$ cat src/rtl/response_receiver_if.sv
// Handshake/result bundle between the SPI command engine and response_receiver.
// Signal prefixes follow the receiver's point of view (i_ into it, o_ out of it).
interface response_receiver_if;
  logic        i_start;
  logic [5:0]  i_cmd_select;
  logic        i_byte_valid;
  logic [7:0]  i_rx_byte;
  logic        o_busy;
  logic        o_resp_done;
  logic        o_resp_timeout;
  logic [7:0]  o_r1;
  logic [31:0] o_ocr_data;
  logic        o_r1_error;
  logic        o_echo_error;

  modport master (
    output i_start, i_cmd_select, i_byte_valid, i_rx_byte,
    input  o_busy, o_resp_done, o_resp_timeout, o_r1, o_ocr_data,
           o_r1_error, o_echo_error
  );

  modport slave (
    input  i_start, i_cmd_select, i_byte_valid, i_rx_byte,
    output o_busy, o_resp_done, o_resp_timeout, o_r1, o_ocr_data,
           o_r1_error, o_echo_error
  );
endinterface

$ cat src/rtl/response_receiver.sv
// Captures an SD-card SPI command response (R1, R3 or R7) after a command is sent.
// Define R7_ECHO_CHECK_EN to compare the CMD8 voltage/check-pattern echo.
module response_receiver #(
  parameter int NCR_MAX = 8
) (
  input  logic              clk,
  input  logic              n_rst,
  response_receiver_if.slave bus
);

  localparam int CW = (NCR_MAX < 2) ? 1 : $clog2(NCR_MAX);
  localparam logic [CW-1:0] FILL_LAST = CW'(NCR_MAX - 1);
  localparam logic [5:0]    CMD_R7    = 6'd8;
  localparam logic [5:0]    CMD_R3    = 6'd58;

  typedef enum logic [1:0] {IDLE, WAIT_R1, DATA, DONE} state_t;

  state_t        r_state;
  state_t        w_nextState;
  logic [CW-1:0] r_fillCount;
  logic [1:0]    r_byteIdx;
  logic [5:0]    r_cmdSel;
  logic [7:0]    r_r1;
  logic [31:0]   r_ocr;
  logic          r_r1Error;
  logic          r_respTimeout;

  logic          w_accept;
  logic          w_fillInc;
  logic          w_timeout;
  logic          w_captureR1;
  logic          w_shiftData;
  logic          w_longResp;
  logic          w_lastData;
  logic [31:0]   w_ocrNext;

  assign w_longResp = (r_cmdSel == CMD_R7) || (r_cmdSel == CMD_R3);
  assign w_ocrNext  = {r_ocr[23:0], bus.i_rx_byte};
  assign w_lastData = w_shiftData && (r_byteIdx == 2'd3);

  always_ff @(posedge clk) begin
    if (!n_rst) begin
      r_state <= IDLE;
    end else begin
      r_state <= w_nextState;
    end
  end

  // Bytes with bit7 set before R1 are Ncr filler; only byte_valid advances anything.
  always_comb begin
    w_nextState = r_state;
    w_accept    = 1'b0;
    w_fillInc   = 1'b0;
    w_timeout   = 1'b0;
    w_captureR1 = 1'b0;
    w_shiftData = 1'b0;
    case (r_state)
      IDLE: begin
        if (bus.i_start) begin
          w_accept    = 1'b1;
          w_nextState = WAIT_R1;
        end
      end
      WAIT_R1: begin
        if (bus.i_byte_valid) begin
          if (bus.i_rx_byte[7]) begin
            if (r_fillCount == FILL_LAST) begin
              w_timeout   = 1'b1;
              w_nextState = IDLE;
            end else begin
              w_fillInc = 1'b1;
            end
          end else begin
            w_captureR1 = 1'b1;
            w_nextState = w_longResp ? DATA : DONE;
          end
        end
      end
      DATA: begin
        if (bus.i_byte_valid) begin
          w_shiftData = 1'b1;
          if (r_byteIdx == 2'd3) begin
            w_nextState = DONE;
          end
        end
      end
      DONE: begin
        w_nextState = IDLE;
      end
      default: begin
        w_nextState = IDLE;
      end
    endcase
  end

  always_ff @(posedge clk) begin
    if (!n_rst) begin
      r_fillCount   <= '0;
      r_byteIdx     <= 2'd0;
      r_cmdSel      <= 6'd0;
      r_r1          <= 8'hFF;
      r_ocr         <= 32'd0;
      r_r1Error     <= 1'b0;
      r_respTimeout <= 1'b0;
    end else begin
      r_respTimeout <= w_timeout;
      if (w_accept) begin
        r_fillCount <= '0;
        r_byteIdx   <= 2'd0;
        r_cmdSel    <= bus.i_cmd_select;
        r_r1        <= 8'h00;
        r_ocr       <= 32'd0;
        r_r1Error   <= 1'b0;
      end
      if (w_fillInc) begin
        r_fillCount <= r_fillCount + CW'(1);
      end
      if (w_captureR1) begin
        r_r1      <= bus.i_rx_byte;
        r_r1Error <= |bus.i_rx_byte[6:1];
        r_byteIdx <= 2'd0;
      end
      if (w_shiftData) begin
        r_ocr     <= w_ocrNext;
        r_byteIdx <= r_byteIdx + 2'd1;
      end
    end
  end

`ifdef R7_ECHO_CHECK_EN
  logic r_echoError;
  logic w_echoOk;

  // Evaluated on the incoming final byte so the flag is valid alongside resp_done.
  assign w_echoOk = (w_ocrNext[11:8] == 4'h1) && (w_ocrNext[7:0] == 8'hAA);

  always_ff @(posedge clk) begin
    if (!n_rst) begin
      r_echoError <= 1'b0;
    end else if (w_accept) begin
      r_echoError <= 1'b0;
    end else if (w_lastData && (r_cmdSel == CMD_R7)) begin
      r_echoError <= !w_echoOk;
    end
  end

  assign bus.o_echo_error = r_echoError;
`else
  assign bus.o_echo_error = 1'b0;
`endif

  assign bus.o_busy         = (r_state != IDLE);
  assign bus.o_resp_done    = (r_state == DONE);
  assign bus.o_resp_timeout = r_respTimeout;
  assign bus.o_r1           = r_r1;
  assign bus.o_ocr_data     = r_ocr;
  assign bus.o_r1_error     = r_r1Error;

endmodule

$ cat src/flat_wrapper.sv
// flat-port wrapper written by rule: the top's interface ports become plain ports
module response_receiver_flat 
#(
  parameter int NCR_MAX = 8
)
  (clk, n_rst, bus_i_start, bus_i_cmd_select, bus_i_byte_valid, bus_i_rx_byte, bus_o_busy, bus_o_resp_done, bus_o_resp_timeout, bus_o_r1, bus_o_ocr_data, bus_o_r1_error, bus_o_echo_error);
  response_receiver_if bus_i ();
  input  logic clk;
  input  logic n_rst;
  input wire logic [$bits(bus_i.i_start)-1:0] bus_i_start;
  input wire logic [$bits(bus_i.i_cmd_select)-1:0] bus_i_cmd_select;
  input wire logic [$bits(bus_i.i_byte_valid)-1:0] bus_i_byte_valid;
  input wire logic [$bits(bus_i.i_rx_byte)-1:0] bus_i_rx_byte;
  output wire logic [$bits(bus_i.o_busy)-1:0] bus_o_busy;
  output wire logic [$bits(bus_i.o_resp_done)-1:0] bus_o_resp_done;
  output wire logic [$bits(bus_i.o_resp_timeout)-1:0] bus_o_resp_timeout;
  output wire logic [$bits(bus_i.o_r1)-1:0] bus_o_r1;
  output wire logic [$bits(bus_i.o_ocr_data)-1:0] bus_o_ocr_data;
  output wire logic [$bits(bus_i.o_r1_error)-1:0] bus_o_r1_error;
  output wire logic [$bits(bus_i.o_echo_error)-1:0] bus_o_echo_error;
  assign bus_i.i_start = bus_i_start;
  assign bus_i.i_cmd_select = bus_i_cmd_select;
  assign bus_i.i_byte_valid = bus_i_byte_valid;
  assign bus_i.i_rx_byte = bus_i_rx_byte;
  assign bus_o_busy = bus_i.o_busy;
  assign bus_o_resp_done = bus_i.o_resp_done;
  assign bus_o_resp_timeout = bus_i.o_resp_timeout;
  assign bus_o_r1 = bus_i.o_r1;
  assign bus_o_ocr_data = bus_i.o_ocr_data;
  assign bus_o_r1_error = bus_i.o_r1_error;
  assign bus_o_echo_error = bus_i.o_echo_error;
  response_receiver #(.NCR_MAX(NCR_MAX)) u_core (.clk(clk), .n_rst(n_rst), .bus(bus_i));
endmodule
$ cat config.mk
export PLATFORM = sky130hd
export DESIGN_NAME = response_receiver_flat
export DESIGN_NICKNAME = d
export VERILOG_FILES = /design/src/rtl/response_receiver_if.sv /design/src/rtl/response_receiver.sv /design/src/flat_wrapper.sv
export SDC_FILE = /design/constraint.sdc
export NUM_CORES = 1
export LEC_CHECK = 0
export ABC_AREA = 1
export ABC_CLOCK_PERIOD_IN_PS = 1500
export BUFFER_PORTS_ARGS = -buffer_cell sky130_fd_sc_hd__buf_2
export CAP_MARGIN = 10
export CORE_UTILIZATION = 51
export CTS_CLUSTER_SIZE = 24
export DETAILED_ROUTE_END_ITERATION = 8
export MAX_ROUTING_LAYER = met4
export PLACE_DENSITY = 0.84
export SYNTH_ARGS = -nofsm -noshare
export SYNTH_HDL_FRONTEND = slang
export SYNTH_SLANG_ARGS = --single-unit
$ cat constraint.sdc
create_clock -name clk -period 1.5 [get_ports clk]
set_input_delay 0.075 -clock clk [delete_from_list [all_inputs] [get_ports clk]]
set_output_delay 0.075 -clock clk [all_outputs]
set_load 0.05 [all_outputs]
# Yosys cells after proc, flatten, opt, wreduce, memory -nomap -nowiden
# Cells that the tools add are included.
[word_totals]
out_inout_bits = 45
regBits = 55
input_bits = 18
elab_cells = 63
[op_classes]
addsub = 2
n_eq_ne = 12
n_mux = 31
n_reduce_logical = 10
[ops]
columns = ["op", "count"]
rows = [
  ["32-bit 2-to-1 mux", 2],
  ["2-bit 2-to-1 mux", 9],
  ["8-bit 2-to-1 mux", 2],
  ["1-bit 2-to-1 mux", 15],
  ["2-bit one-hot mux with 4 select lines", 1],
  ["2-bit nonzero test", 4],
  ["2-bit equality test, second input constant", 3],
  ["6-bit by 4-bit equality test with 1-bit output, second input constant", 1],
  ["6-bit equality test, second input constant", 1],
  ["3-bit 2-to-1 mux", 2],
  ["2-bit != test, second input constant", 3],
  ["6-bit OR reduction", 1],
  ["5-bit AND reduction", 1],
  ["4-bit AND reduction", 1],
  ["3-bit by 1-bit adder with 3-bit output, second input constant", 1],
  ["3-bit equality test, second input constant", 1],
  ["3-bit by 2-bit != test with 1-bit output, second input constant", 1],
  ["3-bit nonzero test", 1],
  ["2-bit by 1-bit adder with 2-bit output, second input constant", 1],
  ["2-bit by 1-bit equality test with 1-bit output, second input constant", 1],
  ["2-bit zero test", 1],
  ["2-bit by 1-bit != test with 1-bit output, second input constant", 1],
  ["1-bit logical OR", 1],
]

# Logic depth before layout (Yosys ltp)
# Gate-level depths: netlist of run 1.
[depth]
word_depth = 6
mapped_depth = 10
ltp_nobuf = 10

# Least setup slack after synthesis of run 1
# Ideal clock, no wire load.
[synth_timing]
kind = "register -> register"
start = "register (tool-made name)"
end = "register u_core.r_state[0]"
setup_slack_ns = 0.154
required_time_ns = 1.389
n_path_buf = 0
t_arrival_ns = 1.234
synth_period_minus_slack_ns = 1.346
path_stages_with_launch = 8
setup_ns = 0.111
path_cell_list = "dfxtp_1 -> inv_2 -> nand2_1 -> nand2_1 -> nand3_1 -> nand3_1 -> nor2_1 -> nor2_1"
[synth_lines]
columns = ["element", "line", "rtl"]
rows = [
  ["end signal, assigned", "response_receiver.sv:45", "r_state <= w_nextState;"],
  ["end, declared", "response_receiver.sv:18", "state_t r_state;"],
]

# Worst setup path in the final report of run 1
[layout_timing]
start = "register u_core.r_fillCount[0]"
end = "register u_core.r_fillCount[2]"
[layout_between]
elab_chain_len = 6
elab_cells_between_ends = 8
cone_classes = "add/sub (1); eq/ne (1); mux (5); reduce/logical (1)"
[layout_rtl]
columns = ["element", "line", "rtl"]
rows = [
  ["start, declared", "response_receiver.sv:20", "logic [CW-1:0] r_fillCount;"],
  ["start signal, assigned", "response_receiver.sv:116", "r_fillCount <= r_fillCount + CW'(1);"],
  ["3-bit equality test", "response_receiver.sv:67", "if (r_fillCount == FILL_LAST) begin"],
  ["1-bit 2-to-1 mux", "response_receiver.sv:67", ""],
  ["1-bit 2-to-1 mux", "response_receiver.sv:66", "if (bus.i_rx_byte[7]) begin"],
  ["1-bit 2-to-1 mux", "response_receiver.sv:65", "if (bus.i_byte_valid) begin"],
  ["1-bit 2-to-1 mux", "response_receiver.sv:57", "case (r_state)"],
  ["3-bit 2-to-1 mux or 2-bit nonzero test (tied branches)", "n/a", ""],
]
# Parallel ways exist; a longest one is shown, timed or not.
# A chain may end at the register's enable or synchronous reset.

==> results of run 1 <==
[cell usage after synthesis (all sizes together)]
cell	number	area, um2
nand3	48	270
o211ai	1	7.51
a21boi	1	7.51
clkbuf	3	12.5
o21ai	9	45.0
clkinv	2	13.8
dfxtp	55	1100
inv	11	43.8
a21oi	41	213
nand4	1	6.26
buf	14	101
nor2	19	90.1
ha	3	37.5
conb	1	3.75
nor3	2	10.0
nand2	65	249
[power by group]
part	internal [mW]	switching (mW)
combinational	0.184	0.479
sequential	1.54	0.0470
clock	0.344	0.514
total	2.07	1.04
[stage by stage]
| stage | hold slack, ns | setup WS [ns] |
|---|---|---|
| floorplan | 0.201 | 0.154 |
| global placement | 0.319 | 0.185 |
| detailed placement | 0.323 | 0.123 |
| CTS | 0.00814 | 0.105 |
| global route | 0.0208 | 0.0133 |
| finish | 0.00842 | 0.115 |
[worst max path at each step]
stage | startpoint | end | slack (ns) | cells past startpoint
finish | u_core.r_fillCount[0] | u_core.r_fillCount[2] | 0.11 | 9
global route | u_core.r_fillCount[0] | u_core.r_fillCount[2] | 0.01 | 9
CTS | u_core.r_fillCount[0] | u_core.r_fillCount[2] | 0.11 | 9
detailed placement | u_core.r_fillCount[0] | u_core.r_fillCount[0] | 0.12 | 8
global placement | u_core.r_fillCount[0] | u_core.r_fillCount[0] | 0.19 | 8
floorplan | register | u_core.r_state[0] | 0.15 | 7
[metal layers]
layer | vias up | global-route usage (%)
met4 | 0 | 8.33
li1 | 1028 | -
met5 | - | -
met1 | 928 | 26.2
met3 | 6 | 6.67
met2 | 48 | 38.4
[worst max-delay path: stages (launching register included)]
cell and delay, ns:
dfxtp_2 0.34, ha_1 0.19, ha_1 0.19, inv_1 0.05, nand2_1 0.05, nor2_2 0.11
nand2_2 0.08, buf_4 0.14, nand3_1 0.06, a21oi_1 0.06
[cell families after synthesis]
| family | after synthesis | share of synthesized area [%] |
|---|---|---|
| buffers and inverters | 30 | 7.75 |
| adder cells (fa/ha/maj) | 3 | 1.70 |
| AND/OR/NAND/NOR | 135 | 28.3 |
| flip-flops | 55 | 49.8 |
| AO/OA/AOI/OAI | 52 | 12.3 |
| other | 1 | 0.170 |
[final cells by class]
class,instances,share of cell area (%)
clock buffer,5,2.59
clock inverter,3,0.990
inverter,13,2.17
multi-input combinational,191,35.6
sequential,55,41.5
tap,50,2.36
timing repair buffer,69,14.8
[what timing repair did]
action | 4_1_cts | 5_1_grt
endpoints found under the setup margin | 0 | 3
buffers inserted | 0 | 1
endpoints found under the hold margin | 1 | 0
resized for setup | 0 | 4
hold buffers | 1 | 0
[state kept, by name, indices dropped and copies added, names as in the netlist, named ones only]
name / cells
u_core.r_cmdSel: 6
u_core.bus.o_r1: 8
u_core.bus.o_ocr_data: 32
u_core.r_fillCount: 3
u_core.bus.o_resp_timeout: 1
u_core.r_byteIdx: 2
u_core.r_state: 1
u_core.bus.o_r1_error: 1
[placed cells by master (no fill, tap or decap), types with 3 or more instances in the layout]
cell type / n
nand2_1: 62
buf_2: 61
dfxtp_1: 54
nand3_1: 45
a21oi_1: 39
nor2_1: 16
o21ai_0: 9
inv_1: 7
clkbuf_8: 5
buf_4: 5
inv_2: 3
nand2_2: 3
ha_1: 3
==> metrics.md, run 1 <==
| Metric | Value |
|---|---|
| Outcome | `complete, no violations` |
| Placed cells | `376` |
| Fin crit period | `1.39 ns` |
| Arrival @ worst endpoint | `1.58 ns` |
| Seq/Total Area, Yosys | `49.8%` |
| CP endpoint kind | `register` |
| Max Slew Vio Count | `0` |
| IO Port Bufs | `61` |
| Core area | `4090 um2` |
| Internal reg-to-reg setup slack | `0.11 ns` |
| Starting density of the core | `54.1%` |
| DRC viols | `0` |
| Post-DP HPWL | `3.16 mm` |
| End-of-flow core utilization | `between 60% and 70%` |
| Routed wl met3 | `243 um` |
| Layout cells sized above 1 | `28.0%` |
| Worst-path clk slew | `0.10 ns` |
| Mapped Area | `2210 um2` |
| Total Routing Usage GR | `23.0%` |
| Setup TNS | `0 ns` |
| Finished Layout Cells | `386` |
| Count of cell types in the netlist | `28` |
| Area post-placement | `2540 um2` |
| Final Setup Violations | `0` |
| CP Max Fanout | `3` |
| Clk_lat worst skew | `between 0.3 and 0.4 ns` |
| Die area | `between 4000 and 5000 um2` |
| First-pass GRT wire length | `7.70 mm` |
| Max Clock Freq | `between 0.7 and 0.8 GHz` |
| Pre-antenna DRT Iters | `4` |
| RSZ-0062 raised after global routing | `false` |
| RR Startpoint | `u_core.r_fillCount[0]` |
| # rows | `23` |
| Mapped Cells | `276` |
| Worst-case reg-to-reg path depth | `9` |
| Power Density | `1170 nW/um2` |
| Min-Delay Endpoint | `u_core.r_cmdSel[1]` |
| I/O pins | `63` |
| Setup CP Type | `reg2reg` |
| Hold path depth | `3` |
| Die height | `approximately 68 um` |
| Clock Skew | `0.00818 ns` |
| Hold Crit Start | `bus_i_cmd_select[1]` |
| Multi-input gate area | `945 um2` |
| H-tree depth | `2` |
| Die width | `67.9 um` |
| Syn. warnings | `0` |
| Routed WL | `4.69 mm` |
| VDD IR-drop max | `between 0.8 and 0.9 mV` |
| Initial drt markers | `99` |
| Leakage | `1.16 nW` |
| Clock root cell | `clkbuf_8` |
| CTS Buf Count | `5` |
| Tcrit/Tclk final | `92.3%` |
| Met1 Wirelength | `~1.9 mm` |
| Vias | `2010` |
| TritonCTS Sinks | `55` |
| Synth Area per Inst | `8.01 um2` |
| Register Area | `approximately 1100 um2` |
| R2R Path End | `u_core.r_fillCount[2]` |
| WL/cell | `12.1 um` |
| Post-DR vias/cell | `5.21` |
| Largest net degree at the start of global routing | `39` |
| Maxcap violations | `0` |
| Net Count, Synth | `between 200 and 300` |
| Startpoint Class | `register` |
| Synth-to-layout area growth | `20.0%` |
| CP Data Required Time | `1.69 ns` |
| CTS max path bufs | `2` |
| GRT overflow | `0` |
| Finished Cell Area | `2660 um2` |
| Highest Signal Layer | `met4` |
| CTS tree | `done` |
| ANT cells | `0` |
| Total Power | `3.11 mW` |
| Routed wl met2 | `~2.4 mm` |
| Final hold vios | `0` |
| Worst min-delay path category | `in2reg` |
| Gp weighted congestion | `0.761` |
| Remaining antenna violation count | `0` |
| Nets@finish | `between 300 and 400` |
| # fillers | `364` |
| #FFs+latches synth | `55` |
| Initial antenna violation count | `0` |
| Vias in the first global route | `between 1.5k and 2k` |
(Power assumes the default switching activity.)
==> inputs of run 2 (changes only) <==
CORE_UTILIZATION = 53   (was 51)
CTS_BUF_LIST = sky130_fd_sc_hd__clkbuf_4 sky130_fd_sc_hd__clkbuf_8   (was default)
PLACE_DENSITY = 0.86   (was 0.84)
==> metrics.md, run 2 (same netlist as run 1, synthesis figures left out) <==
| Metric | Value |
|---|---|
| Outcome | `finished, violations left` |
| Initial drt markers | `114` |
| Worst min-delay path category | `in2reg` |
| Failing checks | `design-rule violations` |
| Clock root cell | `clkbuf_8` |
| H-tree depth | `2` |
| Fin crit period | `1.39 ns` |
| Max Slew Vio Count | `0` |
| Internal power | `between 2 and 2.5 mW` |
| Post-CTS setup repair buffer count | `0` |
| WL/cell | `12.6 um` |
| Finished Layout Cells | `384` |
| Pre-antenna DRT Iters | `6` |
| # rows | `23` |
| Remaining antenna violation count | `0` |
| Switch share | `31.9%` |
| Multi-input gate area | `940 um2` |
| CP endpoint kind | `register` |
| Layout cells sized above 1 | `a little over a quarter` |
| Clock share of power | `between 20% and 30%` |
| CP Data Required Time | `1.71 ns` |
| CP Max Fanout | `4` |
| Most common cell after layout, fill and taps aside | `nand2_1` |
| DRC viols | `1` |
| Worst-path clk slew | `0.09 ns` |
| Area post-placement | `approximately 2500 um2` |
| I/O pins | `63` |
| Placed cells | `375` |
| Die width | `66.6 um` |
| Tcrit/Tclk final | `between 90% and 100%` |
| Routed WL | `around 4.8 mm` |
| Leakage | `between 1 and 1.5 nW` |
| Comb pwr share | `a little over a fifth` |
| Startpoint Class | `register` |
| Largest net degree at the start of global routing | `39` |
| Largest register FFs | `32` |
| Setup TNS | `0 ns` |
| Vias in the first global route | `1780` |
| Starting density of the core | `~55%` |
| Power Density | `1190 nW/um2` |
| Max Clock Freq | `between 0.7 and 0.8 GHz` |
| Most frequent cells in the layout | `nand2_1 (63), buf_2 (61), dfxtp_1 (55)` |
| Nets@finish | `between 300 and 400` |
| Vias | `2077` |
| Core area | `about 4000 um2` |
| Total Routing Usage GR | `24.9%` |
| Register Area | `1100 um2` |
| Final Setup Violations | `0` |
| Arrival @ worst endpoint | `~1.6 ns` |
| Clock Skew | `0.00676 ns` |
| Maxcap violations | `0` |
| Clk_lat worst skew | `0.31 ns` |
| Final worst setup slack | `0.106 ns` |
| Setup Slack @ Placement | `0.121 ns` |
| # fillers | `348` |
| CTS max path bufs | `2` |
| Hold_ws | `0.00424 ns` |
| Final hold vios | `0` |
| Gp weighted congestion | `around 0.77` |
| Synth-to-layout area growth | `19.5%` |
| RSZ-0062 raised after global routing | `false` |
| CTS Buf Count | `5` |
| Die area | `4440 um2` |
| Post-DP HPWL | `between 3 and 4 mm` |
| Finished Cell Area | `2640 um2` |
| TritonCTS Sinks | `55` |
| Sequential power share | `50.5%` |
| GRT overflow | `0` |
| Switching pwr | `1.00 mW` |
| Initial antenna violation count | `0` |
| VDD IR-drop max | `0.921 mV` |
| Setup CP Type | `reg2reg` |
| ANT cells | `0` |
| Die height | `66.6 um` |
| First-pass GRT wire length | `just over 8 mm` |
| Post-DR vias/cell | `5.41` |
| CTS tree | `done` |
| IO Port Bufs | `61` |
run 2: changes by cell type in the layout (fill, tap and decap cells not counted), sizes merged:
cell / change
buf: -2
clkinvlp: +1
clkbuf: +2
inv: -2
clkinv: -1
run 2: worst max-delay path, cell delays in order, from the launching register on:
cell,delay (ns)
dfxtp_1,0.33
ha_1,0.20
ha_1,0.19
inv_1,0.05
nand2_1,0.04
nor2_1,0.12
nand2_1,0.12
a21boi_0,0.18
nor2_1,0.07
run 2: final timing paths:
check	startpoint	to	slack (ns)	cells past startpoint
hold reg to reg	u_core.bus.o_r1[7]	u_core.bus.o_r1[7]	0.46	2
setup reg to reg	u_core.r_fillCount[0]	u_core.r_fillCount[0]	0.11	8
hold / removal	bus_i_rx_byte[6]	u_core.bus.o_r1[6]	0.004	3
setup / recovery	u_core.r_fillCount[0]	u_core.r_fillCount[0]	0.11	8
run 2: repair_timing:
action,CTS,global route
setup endpoints to repair,0,2
gates resized for setup,0,1
hold endpoints to repair,1,0
hold buffers,1,0
run 2: area by class of cell:
| class | instances | share of cell area (%) |
|---|---|---|
| repair buffers | 67 | 14.3 |
| clock inverters | 1 | 0.284 |
| multi-input cells | 191 | 35.6 |
| flip-flops and latches | 55 | 41.7 |
| inverters | 13 | 2.18 |
| well taps | 50 | 2.37 |
| clock buffers | 7 | 3.65 |
run 2: routing by layer:
metal,part of all wire (%),up-vias,global-route usage [%]
met5,0,-,-
met4,0.77,0,8.51
met3,4.0,4,5.31
met2,51,46,40.2
met1,44,997,30.8
li1,-,1030,-
run 2: power groups by stage:
stage | registers, mW | logic (mW) | clock network [mW]
after floorplan | 1.75 | 0.374 | 0
after global placement | 1.61 | 0.646 | 0
after detailed placement | 1.62 | 0.653 | 0
after CTS | 1.58 | 0.658 | 0.913
after global routing | 1.60 | 0.725 | 0.965
final | 1.58 | 0.657 | 0.897
run 2: metrics by stage:
step,power [mW],utilization (%)
final,3.14,66.1
after global routing,3.29,66.1
after CTS,3.15,66.1
after detailed placement,2.27,63.2
after global placement,2.26,63.2
after floorplan,2.13,-
==> inputs of run 3 (changes only) <==
ABC_AREA = default   (was 1)
ABC_CLOCK_PERIOD_IN_PS = default   (was 1500)
CORE_UTILIZATION = 50   (was 53)
PLACE_DENSITY = 0.81   (was 0.86)
==> metrics.md, run 3 <==
| Metric | Value |
|---|---|
| IO Port Bufs | `61` |
| Leakage | `1.20 nW` |
| Largest net degree at the start of global routing | `56` |
| Clk_lat worst skew | `0.31 ns` |
| I/O pins | `63` |
| Clock root cell | `clkbuf_8` |
| Post-synth top area cell | `dfxtp_1` |
| Max Slew Vio Count | `0` |
| Clock Skew | `0.00274 ns` |
| #FFs+latches synth | `55` |
| CP Max Fanout | `9` |
| Hold_ws | `0.00947 ns` |
| Final hold vios | `0` |
| Most common cell after layout, fill and taps aside | `buf_2` |
| Fin crit period | `1.45 ns` |
| Starting density of the core | `53.0%` |
| Arrival @ worst endpoint | `1.37 ns` |
| Sequential power share | `55.3%` |
| Switching pwr | `0.760 mW` |
| Post-synth EDFFs | `0` |
| Internal power | `2.01 mW` |
| Initial drt markers | `169` |
| Worst path buffer plus inverter count | `2` |
| CTS Buf Count | `5` |
| Remaining antenna violation count | `0` |
| Core area | `4440 um2` |
| Highest Signal Layer | `met4` |
| # rows | `24` |
| Post-DP HPWL | `3.40 mm` |
| Die height | `70.6 um` |
| Routed wl met3 | `about 350 um` |
| Setup TNS | `0 ns` |
| Hold path depth | `3` |
| ANT cells | `0` |
| CTS tree | `done` |
| Total Routing Usage GR | `22.5%` |
| Routed WL | `between 5 and 6 mm` |
| Count of cell types in the netlist | `38` |
| Most frequent cells in the layout | `buf_2 (61), dfxtp_1 (54), nand2_1 (52)` |
| Total Power | `2.77 mW` |
| Vias | `2023` |
| Vias in the first global route | `about 1.8k` |
| TritonCTS Sinks | `55` |
| Final Setup Violations | `0` |
| Tcrit/Tclk final | `96.5%` |
| CP Data Required Time | `1.42 ns` |
| Syn. warnings | `0` |
| # fillers | `395` |
| Setup CP Type | `reg2out` |
| Worst-path clk slew | `0.09 ns` |
| Seq/Total Area, Yosys | `46.8%` |
| Internal reg-to-reg setup slack | `0.10 ns` |
| CP endpoint kind | `output port` |
| Worst-case reg-to-reg path depth | `4` |
| Pre-antenna DRT Iters | `6` |
| Routed wl met2 | `2.45 mm` |
| Crit path max-delay cell type | `dfxtp_2` |
| Max Clock Freq | `just under 0.7 GHz` |
| First-pass GRT wire length | `8.65 mm` |
| Critical Path, Cell by Cell | `buf_4, or2_2, buf_2` |
| Synth Area per Inst | `8.81 um2` |
| CTS max path bufs | `2` |
| CP peak stage delay | `0.37 ns` |
| Gp weighted congestion | `0.772` |
| Largest register FFs | `32` |
| Nets@finish | `344` |
| Met1 Wirelength | `2.31 mm` |
| Cell with the most instances after synthesis | `dfxtp_1` |
| Min-Delay Endpoint | `u_core.r_cmdSel[0]` |
| Mapped Area | `2350 um2` |
| Top FF cell, synth | `dfxtp_1` |
| Layout cells sized above 1 | `25.4%` |
| Mapped Cells | `267` |
| VDD IR-drop max | `0.684 mV` |
| Comb pwr share | `13.9%` |
| Startpoint Class | `register` |
| Die area | `between 4000 and 5000 um2` |
| Maxcap violations | `0` |
| Hold Crit Start | `bus_i_cmd_select[0]` |
| Family with the most delay on the worst path | `buffers and inverters` |
| DRC viols | `4` |
| Worst min-delay path category | `in2reg` |
| Top-area cell type share of the netlist area | `46.8%` |
| Post-DR vias/cell | `5.39` |
| GRT overflow | `0` |
| H-tree depth | `2` |
| WL/cell | `13.8 um` |
| Failing checks | `design-rule violations` |
| Outcome | `finished, violations left` |
| Net Count, Synth | `288` |
| Power Density | `between 900 and 1000 nW/um2` |
| Ys async rst share | `0%` |
| Die width | `between 70 and 80 um` |
| RSZ-0062 raised after global routing | `false` |
| Synth-to-layout area growth | `20.1%` |
| Clock share of power | `30.7%` |
| Synth area leaders | `dfxtp_1 (47%), a21boi_1 (11%), nand2_1 (8.3%)` |
| RR Startpoint | `u_core.r_state[0]` |
| R2R Path End | `u_core.r_byteIdx[0]` |
| Switch share | `27.5%` |
| Initial antenna violation count | `0` |
| Synth cell count leaders | `dfxtp_1 (55), nand2_1 (52), a21boi_1 (36)` |
## run 3: cell types whose count changed in the layout (fill, tap and decap cells not counted), moves of 5 or more
cell and change:
a21oi_1 -39, nand2_1 -11, nand3_1 -27, inv_1 -5
a21boi_1 +36, nor2_1 -16, o21ai_0 +25, a21boi_0 +8
## run 3: cell families after synthesis
kind of cell | share of synthesized area, %
buffers and inverters | 6.27
flip-flops | 46.8
AO/OA/AOI/OAI | 23.7
other | 0.159
adder cells (fa/ha/maj) | 1.60
AND/OR/NAND/NOR | 21.1
multiplexers | 0.425
## run 3: area by class of cell
class / count / area (um2) / share of cell area (%)
Inverter: 2 / 7.51 / 0.265
Multi-Input combinational cell: 185 / 1110 / 39.2
Tap cell: 52 / 65.1 / 2.30
Timing Repair Buffer: 74 / 453 / 16.0
Clock buffer: 6 / 82.6 / 2.92
Sequential cell: 55 / 1100 / 39.0
Clock inverter: 1 / 8.76 / 0.310
## run 3: power by group through the flow
stage | Clock (mW) | Combinational [mW] | Sequential, mW
finish | 0.850 | 0.385 | 1.53
global route | 0.927 | 0.413 | 1.54
CTS | 0.868 | 0.386 | 1.53
detailed placement | 0 | 0.375 | 1.56
global placement | 0 | 0.371 | 1.56
floorplan | 0 | 0.193 | 1.64
## run 3: worst max-delay path by stage
stage / startpoint / endpoint / depth (start not counted) / slack [ns]
after detailed placement: u_core.r_state[0] / u_core.r_byteIdx[0] / 4 / 0.11
after CTS: register / bus_o_busy / 3 / 0.006
after global routing: register / bus_o_busy / 3 / 0.02
after floorplan: u_core.r_state[0] / bus_o_resp_done / 4 / 0.15
after global placement: u_core.r_fillCount[0] / u_core.r_state[0] / 5 / 0.19
final: register / bus_o_busy / 3 / 0.05
## run 3: what timing repair did
item / 4_1_cts / 5_1_grt
endpoints found under the setup margin: 0 / 2
endpoints found under the hold margin: 5 / 0
buffers inserted: 0 / 0
gates resized for setup: 0 / 1
hold buffers: 5 / 0
## run 3: tightest hold or removal path: cells and delay by family
family          cells  cell delay [ns]
compound gates      1             0.06
simple gates        1             0.05
buf+inv             1             0.10
## run 3: per-stage QoR
stage                     cell area [um2]  std cells  setup slack [ns]  utilization, %
after global placement               2690        363             0.194            60.4
after detailed placement             2690        363             0.110            60.4
after global routing                 2830        375            0.0244            63.6
after CTS                            2830        375           0.00582            63.6
after floorplan                      2350        267             0.148               -
final                                2830        375            0.0532            63.6
## run 3: metal layers
metal  global-route usage, %  vias up
li1                        -     1033
met1                    29.4      925
met2                    35.2       57
met3                    4.42        8
met4                    7.33        0
met5                       -        -
